File: src/rtl/ram_dport_arbiter.sv
// Shares the single RAM data port between the core LSU (req 0) and the loader/debug port (req 1).
// Latency: grant in T, RAM driven in T+1, read data + rvalid registered in T+2; one access per 2 cycles.
// Backpressure: reqN is held until gntN; no grant is issued while an access is in flight.
// Option: define RAM_ARB_FIXED_PRIO_EN for fixed priority (requester 0 always wins, 1 may starve).
module ram_dport_arbiter #(
  parameter int DATA_WIDTH = 32,
  parameter int ADDR_WIDTH = 16
) (
  input  logic                  clock,
  input  logic                  reset,
  input  logic                  req0,
  input  logic                  we0,
  input  logic [ADDR_WIDTH-1:0] addr0,
  input  logic [DATA_WIDTH-1:0] wdata0,
  output logic                  gnt0,
  output logic                  rvalid0,
  output logic [DATA_WIDTH-1:0] rdata0,
  input  logic                  req1,
  input  logic                  we1,
  input  logic [ADDR_WIDTH-1:0] addr1,
  input  logic [DATA_WIDTH-1:0] wdata1,
  output logic                  gnt1,
  output logic                  rvalid1,
  output logic [DATA_WIDTH-1:0] rdata1,
  output logic                  ram_wEn,
  output logic [ADDR_WIDTH-1:0] ram_d_address,
  output logic [DATA_WIDTH-1:0] ram_d_write_data,
  input  logic [DATA_WIDTH-1:0] ram_d_read_data
);

  typedef enum logic {IDLE = 1'b0, ACCESS = 1'b1} state_t;

  state_t state, state_nxt;
  logic   lat_we;   // latched write enable of the access in flight
  logic   owner;    // requester that owns the access in flight
  logic   pick1;    // arbitration result: requester 1 wins if it asks

`ifdef RAM_ARB_FIXED_PRIO_EN
  // Requester 1 only wins when requester 0 is not asking.
  always_comb begin
    pick1 = req1 && !req0;
  end
`else
  logic last_grant; // requester granted most recently

  // Round-robin: on contention the requester that did not win last time goes.
  always_comb begin
    pick1 = req1 && (!req0 || !last_grant);
  end

  // Remember who won the latest grant; reset favours requester 0 first.
  always_ff @(posedge clock or negedge reset) begin
    if (!reset) begin
      last_grant <= 1'b1;
    end else if (gnt0 || gnt1) begin
      last_grant <= gnt1;
    end
  end
`endif

  // Next state and combinational grants; grants are gated by reset so they read low during reset.
  always_comb begin
    state_nxt = state;
    gnt0      = 1'b0;
    gnt1      = 1'b0;
    case (state)
      IDLE: begin
        if (reset && (req0 || req1)) begin
          gnt1      = pick1;
          gnt0      = !pick1;
          state_nxt = ACCESS;
        end
      end
      ACCESS: begin
        state_nxt = IDLE;
      end
      default: state_nxt = IDLE;
    endcase
  end

  // Write strobe is combinational from state so an asynchronous reset kills it at once.
  always_comb begin
    ram_wEn = (state == ACCESS) && lat_we;
  end

  // State register.
  always_ff @(posedge clock or negedge reset) begin
    if (!reset) begin
      state <= IDLE;
    end else begin
      state <= state_nxt;
    end
  end

  // One-entry request buffer; it doubles as the RAM address/data drive, which holds between accesses.
  always_ff @(posedge clock or negedge reset) begin
    if (!reset) begin
      ram_d_address    <= '0;
      ram_d_write_data <= '0;
      lat_we           <= 1'b0;
      owner            <= 1'b0;
    end else if (gnt0 || gnt1) begin
      ram_d_address    <= gnt1 ? addr1  : addr0;
      ram_d_write_data <= gnt1 ? wdata1 : wdata0;
      lat_we           <= gnt1 ? we1    : we0;
      owner            <= gnt1;
    end
  end

  // Registered read response: capture RAM data at the end of a read access, pulse rvalid for one cycle.
  always_ff @(posedge clock or negedge reset) begin
    if (!reset) begin
      rvalid0 <= 1'b0;
      rvalid1 <= 1'b0;
      rdata0  <= '0;
      rdata1  <= '0;
    end else begin
      rvalid0 <= 1'b0;
      rvalid1 <= 1'b0;
      if (state == ACCESS && !lat_we) begin
        if (owner) begin
          rvalid1 <= 1'b1;
          rdata1  <= ram_d_read_data;
        end else begin
          rvalid0 <= 1'b1;
          rdata0  <= ram_d_read_data;
        end
      end
    end
  end

endmodule

File: config.mk
export PLATFORM = sky130hd
export DESIGN_NAME = ram_dport_arbiter
export DESIGN_NICKNAME = d
export VERILOG_FILES = /design/src/rtl/ram_dport_arbiter.sv
export SDC_FILE = /design/constraint.sdc
export NUM_CORES = 1
export LEC_CHECK = 0
export CAP_MARGIN = 20
export CORE_ASPECT_RATIO = 1.4
export CORE_MARGIN = 5
export CORE_UTILIZATION = 57
export DETAILED_ROUTE_END_ITERATION = 12
export DONT_BUFFER_PORTS = 1
export PLACE_DENSITY = 0.84
export RECOVER_POWER = 50
export SETUP_SLACK_MARGIN = 0.05
export SLEW_MARGIN = 15
export SYNTH_ARGS = -nofsm -noshare
export SYNTH_HDL_FRONTEND = slang
export SYNTH_SLANG_ARGS = --single-unit
File: constraint.sdc
create_clock -name clock -period 1.6 [get_ports clock]
set_input_delay 0.24 -clock clock [delete_from_list [all_inputs] [get_ports clock]]
set_output_delay 0.24 -clock clock [all_outputs]
set_load 0.01 [all_outputs]
==> results.yml <==
place:
  dp_slack_ns: 0.1310
  place_inst: 441
  gp_congestion: 0.7596
  port_buffers: 0
  dp_hpwl_um: 8783
clocking:
  cts_made_buffers: 17
  clkTransAtPathRegs_ns: 0.05
  cts_tree: "built"
  cts.sinks: 118
  clock_latency_ns: 0.40
  root_buffer: "clkbuf_16"
  cts_htree_levels: 4
  holdBufCountCts: 53
  cts_buffer_depth: 2
floorplanning:
  initial_utilization_pct: 58.12
  rows: 40
  die_area_sq_um: 10660
  ios: 251
  die_h_um: 120.2
  core_area_sq_um: 8508
  die_x_um: 88.72
timing:
  finalHoldViolations: 118
  setup_ws_ns: 0.007481
  hold_ws_ns: -0.4723
  period_needed_ns: 1.593
  drv_slew: 0
  rsz0062_at_grt: "true"
  max_slew_margin_pct: 80.77
  tightest_slew_ns: 0.2884
  min_period_over_period_pct: 99.53
  fmax_mhz: 627.9
  finalSetupViolations: 0
  fin_skew_ns: 0.004287
global_routing:
  grt_pass1_wl_um: 20930
  grt_pass1_vias: 3882
  overflow: 0
  antenna_found_initial: 1
  grt_start_max_net_pins: 122
  grt_util_all_layers_pct: 26.10
route:
  drtAntennaViolNets: 0
  vias: 3597
  drtIter0Drc: 190
  drtPass1Iterations: 4
  vias_per_cell: 6.711
  drc: 0
  avgRoutedWirePerCell_um: 26.65
  wl_um: 14280
yosys:
  async_reset_ff_share_pct: 100.0
  synth.ff_latch_count: 118
  synth_edf_count: 0
  syn_nets: 492
  seq_area_frac_synth_pct: 59.74
  synthCells: 358
  synth_area_sq_um: 4945
  ys.flop_type: "dfrtp_1"
  synth_cell_type_count: 23
  ys.warnings.count: 0
  syn_avg_cell_area_sq_um: 13.81
pwr:
  ir_drop_v: 0.001225
  p_leak_nw: 2.790
  switchingPower_w: 0.003196
  swShare_pct: 28.74
  internal_power_w: 0.007923
  power_density_nw_per_um2: 1721
  combPwrFrac_pct: 14.9
  p_clk_share_pct: 36.9
  total_power_w: 0.01112
  pwr-share-seq_pct: 48.2
outcome:
  status: "finished with violations"
  violations: "negative hold slack"
final_layout:
  drive_gt1_share_pct: 29.60
  instances_no_fill: 536
  nets: 551
  final_cell_mix: "dfrtp_1 (117), mux2_2 (60), dlygate4sd3_1 (53)"
  area_growth_syn_to_layout_pct: 30.67
  layout_commonest_cell: "dfrtp_1"
  fill_cells: 501
hold_path:
  worstHoldPathType: "in2async"
worst_setup_path:
  cp-end-kind: "primary output"
  worstPathRequired_ns: 1.36
  criticalPathCategory: "reg2out"
  cp.arrival_ns: 1.35
  critPathMaxFanout: 5
  start_kind: "flop"
flow_run:
  cap_violations: 0
[cell usage after synthesis (2+ instances only)]
library cell | n | area share, %
dfrtp_1 | 117 | 59
mux2_2 | 60 | 14
a21oi_1 | 27 | 2.7
a32oi_1 | 27 | 4.8
o2bb2ai_1 | 27 | 4.8
and3_1 | 23 | 2.9
buf_2 | 23 | 2.3
a221o_1 | 22 | 4.5
clkbuf_1 | 6 | 0.46
mux2_1 | 4 | 0.91
buf_4 | 3 | 0.46
buf_6 | 3 | 0.68
a21o_1 | 2 | 0.30
and2_1 | 2 | 0.25
and3b_1 | 2 | 0.35
inv_1 | 2 | 0.15
nand2_2 | 2 | 0.25
[power by group through the flow]
stage	clock [W]	sequential, W	combinational [W]
floorplan	0	0.00504	0.00119
finish	0.00410	0.00536	0.00166
global route	0.00433	0.00550	0.00181
global placement	0	0.00534	0.00130
CTS	0.00414	0.00535	0.00156
detailed placement	0	0.00537	0.00140
[stage by stage]
step	area, sq um	hold slack, ns	TNS [ns]	utilization [%]
final	6461	-0.4723	0	75.94
after global routing	6459	-0.4954	-0.08594	75.91
after CTS	6341	-0.4805	0	74.53
after detailed placement	5051	-0.05288	0	59.37
after global placement	5051	-0.05279	0	59.37
after floorplan	4945	-0.05559	0	-
[cell families (layout without fill, tap and decap cells)]
family	Yosys count	in the layout	synth area share, %
flip-flops	118	118	59.74
other	0	2	0
buffers and inverters	37	108	4.074
multiplexers	64	64	14.57
AND/OR/NAND/NOR	34	34	4.555
AO/OA/AOI/OAI	105	105	17.05
[per-layer routing]
metal,up-vias,GRT usage [%],wire [um],part of all wire [%]
met5,-,0,0,0
met4,0,13.52,564,3.9
met3,52,12.00,1690,12
met2,263,42.05,7435,52
met1,1776,28.19,4593,32
li1,1506,-,-,-
[worst max-delay path: stages, from the launching register on]
cell     delay [ns]
dfrtp_1        0.41
and3b_2        0.29
buf_6          0.11
and2_4         0.14
[registers in the layout (all words and copies together), names as in the netlist]
| name | flops |
|---|---|
| rvalid0 | 1 |
| rvalid1 | 1 |
| owner | 1 |
| lat_we | 1 |
| rdata1 | 32 |
| ram_d_write_data | 32 |
| rdata0 | 32 |
| ram_d_address | 16 |
| state | 1 |
| last_grant | 1 |
[final timing paths]
check	startpoint	end	slack [ns]	cells past startpoint
min in group clock	wdata0[21]	ram_d_write_data[21]	0.02	2
setup reg to reg	state	ram_d_write_data[30]	0.05	5
max in group asynchronous	reset	rdata0[29]	1.84	0
hold reg to reg	last_grant	last_grant	0.55	1
setup / recovery	state	gnt0	0.007	3
hold / removal	reset	ram_d_write_data[22]	-0.47	0
[final cells by class]
| cell class | count | area, sq um | share of cell area, % |
|---|---|---|---|
| Antenna cell | 2 | 5.005 | 0.07746 |
| Clock buffer | 22 | 474.2 | 7.339 |
| Clock inverter | 9 | 172.7 | 2.672 |
| Inverter | 2 | 7.507 | 0.1162 |
| Multi-Input combinational cell | 203 | 1846 | 28.56 |
| Sequential cell | 118 | 2954 | 45.72 |
| Tap cell | 105 | 131.4 | 2.033 |
| Timing Repair Buffer | 75 | 870.8 | 13.48 |
[what timing repair did]
item,in CTS,in global routing
cloned,3,2
pin swaps,2,10
gates resized for setup,5,11
endpoints found under the setup margin,2,18
buffers inserted,4,1
endpoints found under the hold margin,203,118
Power figures use the tool's default switching activity.
